===== config.mk =====
export PLATFORM = sky130hd
export DESIGN_NAME = sum_bcd_converter
export DESIGN_NICKNAME = d
export VERILOG_FILES = /design/src/rtl/sum_bcd_pkg.sv /design/src/rtl/sum_bcd_converter_7seg.sv /design/src/rtl/sum_bcd_converter.sv
export SDC_FILE = /design/constraint.sdc
export NUM_CORES = 1
export LEC_CHECK = 0
export CORE_MARGIN = 4
export CORE_UTILIZATION = 45
export DETAILED_ROUTE_END_ITERATION = 16
export GPL_TIMING_DRIVEN = 1
export PLACE_DENSITY = 0.66
export RECOVER_POWER = 100
export SETUP_SLACK_MARGIN = 0.15
export SLEW_MARGIN = 20
export SYNTH_ARGS = -nofsm -noshare
export SYNTH_HDL_FRONTEND = slang
export SYNTH_SLANG_ARGS = --single-unit

===== constraint.sdc =====
create_clock -name clk -period 3.1 [get_ports clk]
set_input_delay 0.465 -clock clk [delete_from_list [all_inputs] [get_ports clk]]
set_output_delay 0.465 -clock clk [all_outputs]
set_load 0.02 [all_outputs]

===== src/rtl/sum_bcd_pkg.sv =====
// Shared types and constants for the sum_bcd_converter block: FSM states,
// digit/segment widths, seven-segment pattern table and the add-3 helper.
package sum_bcd_pkg;

  typedef enum logic [1:0] {
    IDLE  = 2'd0,
    SHIFT = 2'd1,
    DONE  = 2'd2
  } state_e;

  localparam int BCD_DIGIT_W = 4;
  localparam int SEG_W       = 7;

  // Active-low segments packed as {g,f,e,d,c,b,a}.
  localparam logic [SEG_W-1:0] SEG_TABLE [10] = '{
    7'b1000000, 7'b1111001, 7'b0100100, 7'b0110000, 7'b0011001,
    7'b0010010, 7'b0000010, 7'b1111000, 7'b0000000, 7'b0010000
  };
  localparam logic [SEG_W-1:0] SEG_BLANK = 7'b1111111;

  function automatic logic [BCD_DIGIT_W-1:0] add3(input logic [BCD_DIGIT_W-1:0] d);
    return (d >= 4'd5) ? d + 4'd3 : d;
  endfunction

endpackage


===== src/rtl/sum_bcd_converter_7seg.sv =====
// bcd_to_7seg: combinational BCD digit to active-low seven-segment decoder.
// Codes 10..15 cannot come out of the converter and decode to all-off.
module bcd_to_7seg
  import sum_bcd_pkg::*;
(
  input  logic [BCD_DIGIT_W-1:0] digit_i,
  output logic [SEG_W-1:0]       seg_o
);

  always_comb begin
    // NOTE: assigning a default before any condition keeps this block free of inferred latches.
    seg_o = SEG_BLANK;
    if (digit_i < 4'd10) seg_o = SEG_TABLE[digit_i];
  end

endmodule


===== src/rtl/sum_bcd_converter.sv =====
// Sequential double-dabble converter: WIDTH-bit binary to DIGITS BCD digits,
// one bit per clock. Define SUM_BCD_SSD_EN to add the registered seg_out port.
module sum_bcd_converter
  import sum_bcd_pkg::*;
#(
  parameter int WIDTH  = 9,
  parameter int DIGITS = 3
) (
  input  logic                          clk,
  input  logic                          rst_n,
  input  logic                          in_valid,
  output logic                          in_ready,
  input  logic [WIDTH-1:0]              sum_in,
  output logic                          out_valid,
  output logic                          busy,
  output logic [BCD_DIGIT_W*DIGITS-1:0] bcd_out
`ifdef SUM_BCD_SSD_EN
  ,
  output logic [SEG_W*DIGITS-1:0]       seg_out
`endif
);

  localparam int CNT_W = $clog2(WIDTH + 1);
  localparam int BCD_W = BCD_DIGIT_W * DIGITS;

  if (2**WIDTH - 1 > 10**DIGITS - 1) begin : g_range_err
    $error("sum_bcd_converter: DIGITS=%0d cannot hold 2^%0d-1", DIGITS, WIDTH);
  end

  state_e             state_q, state_d;
  logic [CNT_W-1:0]   cnt_q, cnt_d;
  logic [WIDTH-1:0]   bin_q, bin_d;
  logic [BCD_W-1:0]   scr_q, scr_d;
  logic [BCD_W-1:0]   bcd_q, bcd_d;
  logic [BCD_W-1:0]   scr_adj, scr_shift;

  // Add-3 correction on every scratch digit, then the shifted-in binary MSB.
  always_comb begin
    scr_adj = scr_q;
    for (int i = 0; i < DIGITS; i++) begin
      scr_adj[i*BCD_DIGIT_W +: BCD_DIGIT_W] = add3(scr_q[i*BCD_DIGIT_W +: BCD_DIGIT_W]);
    end
    scr_shift = {scr_adj[BCD_W-2:0], bin_q[WIDTH-1]};
  end

  always_comb begin
    state_d = state_q;
    cnt_d   = cnt_q;
    bin_d   = bin_q;
    scr_d   = scr_q;
    bcd_d   = bcd_q;
    unique case (state_q)
      IDLE: begin
        if (in_valid) begin
          bin_d   = sum_in;
          scr_d   = '0;
          cnt_d   = CNT_W'(WIDTH - 1);
          state_d = SHIFT;
        end
      end
      SHIFT: begin
        scr_d = scr_shift;
        bin_d = {bin_q[WIDTH-2:0], 1'b0};
        if (cnt_q == '0) begin
          bcd_d   = scr_shift;
          state_d = DONE;
        end else begin
          cnt_d = cnt_q - CNT_W'(1);
        end
      end
      DONE:    state_d = IDLE;
      default: state_d = IDLE;
    endcase
  end

  always_ff @(posedge clk) begin
    // NOTE: state registers use non-blocking assignments so every flop samples pre-edge values.
    if (!rst_n) begin
      state_q <= IDLE;
      cnt_q   <= '0;
      bin_q   <= '0;
      scr_q   <= '0;
      bcd_q   <= '0;
    end else begin
      state_q <= state_d;
      cnt_q   <= cnt_d;
      bin_q   <= bin_d;
      scr_q   <= scr_d;
      bcd_q   <= bcd_d;
    end
  end

  assign in_ready  = (state_q == IDLE);
  assign busy      = (state_q != IDLE);
  assign out_valid = (state_q == DONE);
  assign bcd_out   = bcd_q;

`ifdef SUM_BCD_SSD_EN
  logic [SEG_W*DIGITS-1:0] seg_d, seg_q;

  // Decoding bcd_d keeps seg_out changing on exactly the edge bcd_out does.
  for (genvar g = 0; g < DIGITS; g++) begin : g_seg
    bcd_to_7seg u_seg (
      .digit_i (bcd_d[g*BCD_DIGIT_W +: BCD_DIGIT_W]),
      .seg_o   (seg_d[g*SEG_W +: SEG_W])
    );
  end

  always_ff @(posedge clk) begin
    if (!rst_n) seg_q <= {DIGITS{SEG_TABLE[0]}};
    else        seg_q <= seg_d;
  end

  assign seg_out = seg_q;
`endif

endmodule


---- Yosys cells after proc, flatten, opt, wreduce, memory -nomap -nowiden ----
Index checks and enable logic that the tools add are counted.
storage, ports and cells
  input bits .............................. 12
  register bits after elaboration ......... 39
  memories kept ........................... 0
  memory bits (read-only) ................. 0
  logic and storage cells ................. 38
  latch bits .............................. 0
  bits in writable memories ............... 0
cells by class
  div/mod/pow operators ................... 0
  order comparisons ....................... 3
  bitwise logic cells ..................... 0
  shift-type cells ........................ 0
  reduce and logical (&&, ||, !) cells .... 8
  multipliers ............................. 0
  $add $sub $neg .......................... 4
  equality and inequality tests ........... 5
  muxes and demuxes ....................... 13
operator list
  kind                   number
  $pmux W12 S2           1
  $pmux W9 S2            1
  $mux W4                4
  $ge A4 B3 Y1 const B   3
  $mux W12               1
  $mux W9                1
  $add A4 B2 Y4 const B  2
  $pmux W4 S2            1
  $ne A2 B2 Y1 const B   3
  $reduce_and A2 Y1      3
  $logic_not A4 Y1       1
  $mux W2                2
  $pmux W2 S2            1
  $reduce_bool A2 Y1     2
  $sub A4 B1 Y4 const B  1
  $add A3 B2 Y3 const B  1
  $mux W3                1
  $reduce_and A3 Y1      1
  $eq A2 B1 Y1 const B   1
  $eq A2 B2 Y1 const B   1
  $logic_not A2 Y1       1

---- Depth between registers and ports, before layout ----
  depth after elaboration ................. 3
  gate-level depth with buffers ........... 6
  mapped depth without buffers ............ 6

---- Least setup slack after synthesis ----
OpenSTA, ideal clock, no wires.
  kind .................................... register to register
  start ................................... register cnt_q[0]
  end ..................................... register bcd_q[0], in the netlist bcd_out[0]
  data required time ...................... 2.984 ns
  stages on the path, launching flop included .. 7
  buffers on the path ..................... 0
  clock period less this slack ............ 1.482 ns
  arrival time ............................ 1.366 ns
  setup slack ............................. 1.618 ns
  path through ............................ dfxtp_1 > inv_1 > ha_1 > or3b_4 > nor2_8 > mux2i_1 > nor2b_1
between the ends
  cells in the longest elaborated chain, start to end .. 2
RTL lines
  what                         line                     RTL
  start: declaration           sum_bcd_converter.sv:31  logic [CNT_W-1:0] cnt_q, cnt_d;
  start signal: assignment     sum_bcd_converter.sv:86  cnt_q <= cnt_d;
  $logic_not A4 Y1             sum_bcd_converter.sv:64  if (cnt_q == '0) begin
  $reduce_and A2 Y1 (no line)  -
  end signal: assignment       sum_bcd_converter.sv:83  bcd_q <= '0;
  end signal: assignment       sum_bcd_converter.sv:89  bcd_q <= bcd_d;
  end: declaration             sum_bcd_converter.sv:34  logic [BCD_W-1:0] bcd_q, bcd_d;
No other way between the ends.
A chain may end at the register's enable or synchronous reset.

---- Worst setup path after layout ----
  start ................................... register state_q[0]
  end ..................................... output port busy
between the ends
  cells in the longest elaborated chain, start to end .. 1
RTL lines
  what                      line                     RTL
  start: declaration        sum_bcd_converter.sv:30  state_e state_q, state_d;
  start signal: assignment  sum_bcd_converter.sv:85  state_q <= state_d;
  $reduce_bool A2 Y1        sum_bcd_converter.sv:94  assign busy = (state_q != IDLE);
  end: declaration          sum_bcd_converter.sv:15  output logic busy,
No other way between the ends.

==> run_results.csv <==
group,metric,value,unit
worst_setup_path,r2r_slack,0.96,ns
power,leakagePower,0.874,nW
sta,final.setup.tns,0,ns
synthesis,netlist_instances,217,
route,drt_pass1_iterations,4,
synthesis,synth_cell_types,35,
cts,cts_hold_buf,0,
cts,h-tree-depth,2,
global_route,top_usage_layer,"met2",
sta,finClkSkew,0.00389,ns
sta,fin_hold_ws,0.468,ns
worst_setup_path,worst_path_max_delay_cell,"dlygate4sd3_1",
worst_setup_path,crit_path_end_kind,"primary output",
cts,postCtsSetupBuffers,0,
cts,postCtsResizedCells,0,
floorplan,die_w,72.5,µm
worst_setup_path,critPathTopFamily,"buffers and inverters",
route,drt_iter0_markers,56,
route,wirelength,3840,µm
layout,layout.nets,263,
route,drc,0,
placement,gp_congestion,0.789,
floorplan,fp.coreArea,4000,µm²
worst_setup_path,setup.worst_path.start_class,"register",
floorplan,ioPinCount,27,
global_route,grt_pass1_vias,1531,
power,p_per_area,471,nW/µm²
cts,cts-buffers-inserted,5,
route,ant_nets,0,
floorplan,die_h,72.5,µm
sta,finalHoldViolCount,0,
sta,rsz0062_at_grt,"no",
worst_setup_path,crit_chain,"nor2_1 > inv_1 > dlygate4sd3_1",
placement,port_buffers,26,
route,wl_per_cell,13.1,µm
sta,finalCritPeriodShare,73.2,%
worst_setup_path,crit_start,"state_q[0]",
worst_setup_path,rr_worst_depth,4,
global_route,grt_use_met3,4.71,%
layout,mostFrequentLayoutCell,"dfxtp_1",
worst_setup_path,slowest_delay,0.67,ns
synthesis,synth_seq_cells,39,
sta,finalWorstSetupSlack,0.831,ns
sta,tightest_slew,0.875,ns
placement,dpl_worst_slack,1.08,ns
placement,dp_hpwl,2680,µm
synthesis,synth_area_per_cell,8.62,µm²
cts,clockRootBuffer,"clkbuf_8",
worst_hold_path,hp-class,"register to register",
sta,setup_viol,0,
global_route,grtUsageTotal,16.6,%
worst_setup_path,worst-path-stages,3,
cts,clk_pin_slew,0.07,ns
synthesis,yosysWarnings,0,
worst_setup_path,cp.buffers_inverters,2,
global_route,met1_usage,20.7,%
power,ir_drop,0.286,mV
sta,relSlewSlack,41.6,%
synthesis,syn-num-nets,237,
flow_run,max_cap_violations,0,
global_route,overflow,0,
sta,slew_viol_final,0,
sta,fin_crit,2.27,ns
floorplan,rows,23,
synthesis,syn_area,1870,µm²
synthesis,synth_seq_area_share,41.7,%
global_route,use_met2,27.6,%
cts,worstSkewPairLatency,0.29,ns
route,avgViaCountPerCell,5.17,
worst_setup_path,path_class,"register to primary output",
worst_setup_path,r2r-end,"bcd_out[0]",
layout,layout_common_cells,"39 x dfxtp_1, 30 x o21ai_0, 23 x nand2_1",
worst_setup_path,required,2.63,ns
worst_setup_path,reg2reg_from,"state_q[0]",
floorplan,start_util,46.8,%
global_route,grt_max_degree,21,
layout,diodes,0,
cts,cts_tree,"built",
cts,clock_path_buffers,2,
worst_setup_path,cp_max_fo,14,
worst_setup_path,cp.arrival,1.80,ns
run_status,status,"complete, no violations",
layout,drive_gt1_share,6.58,%
worst_setup_path,endpoint,"busy",
global_route,grt_antenna_before_repair,0,
route,vias,1516,
floorplan,dieArea,5250,µm²
cts,cts.sinks,39,
layout,area_delta_synth_final,17.1,%
sta,fmax,441,MHz
global_route,grt_pass1_wl,6870,µm
[metrics by stage]
stage | cells | area [µm²] | utilization, % | total power [mW]
floorplan | 217 | 1870 | - | 0.663
global placement | 286 | 2160 | 54.0 | 0.717
detailed placement | 286 | 2160 | 54.0 | 0.718
CTS | 293 | 2250 | 56.2 | 1.06
global route | 293 | 2190 | 54.7 | 1.09
finish | 293 | 2190 | 54.7 | 1.03
[power by group]
part,internal [mW],switching [mW],leakage [nW]
Combinational,0.0620,0.0868,0.509
Sequential,0.526,0.0168,0.318
Clock,0.174,0.166,0.0470
[worst min path at each step]
stage               start         end  cells after the start
3_3_place_gp     scr_q[9]    scr_q[9]                      2
4_1_cts          scr_q[9]    scr_q[9]                      2
5_1_grt        bcd_out[6]  bcd_out[6]                      2
6_report       bcd_out[9]  bcd_out[9]                      2
2_1_floorplan    scr_q[9]    scr_q[9]                      2
3_5_place_dp     scr_q[9]    scr_q[9]                      2
[kinds of logic (layout without fill, tap and decap cells)]
| group | Yosys count | in the layout | share of synthesized area (%) |
|---|---|---|---|
| multiplexers | 5 | 5 | 2.88 |
| AND/OR/NAND/NOR | 71 | 71 | 19.9 |
| XOR/XNOR | 4 | 4 | 1.87 |
| AO/OA/AOI/OAI | 67 | 67 | 22.5 |
| flip-flops | 39 | 39 | 41.7 |
| adder cells (fa/ha/maj) | 8 | 8 | 5.35 |
| buffers and inverters | 23 | 49 | 5.75 |
[flip-flops by register name, summed over array words and instances (netlist names)]
name	flops
state_q	2
scr_q	12
bin_q	9
bcd_out	12
cnt_q	4
[per-layer routing]
metal	wire length (µm)	vias up
li1	-	801
met1	1920	694
met2	1760	19
met3	132	2
met4	29	0
met5	0	-
[worst min-delay path, delay by kind of cell (launching register included)]
kind / cells / cell delay [ns]
flops: 1 / 0.31
compound gates: 1 / 0.06
simple gates: 1 / 0.05
[Yosys cell counts, drive strengths merged]
master	instances	area share (%)
a21boi	4	1.6
a21oi	18	4.8
a22oi	1	0.40
a32oi	1	0.47
and2	1	0.33
and3	2	0.67
buf	6	2.3
clkbuf	5	1.0
dfxtp	39	42
ha	8	5.4
inv	12	2.4
mux2	3	1.8
mux2i	2	1.1
nand2	24	5.2
nand2b	4	1.3
nand3	12	3.2
nor2	13	3.5
nor2b	4	1.3
nor3	4	1.1
nor3b	5	2.0
nor4	1	0.67
o211a	3	1.6
o21a	1	0.40
o21ai	30	8.0
o221ai	1	0.47
o22ai	8	4.7
or3b	1	0.60
xnor2	4	1.9
[layout make-up]
| type | instances | area (µm²) |
|---|---|---|
| fill | 411 | 1810 |
| multi-input combinational | 155 | 931 |
| sequential | 39 | 781 |
| timing repair buffer | 30 | 283 |
| clock buffer | 6 | 82.6 |
| tap | 50 | 62.6 |
| inverter | 12 | 45.0 |
| clock inverter | 1 | 5.00 |
No activity file was read; power rests on OpenSTA's default activity.
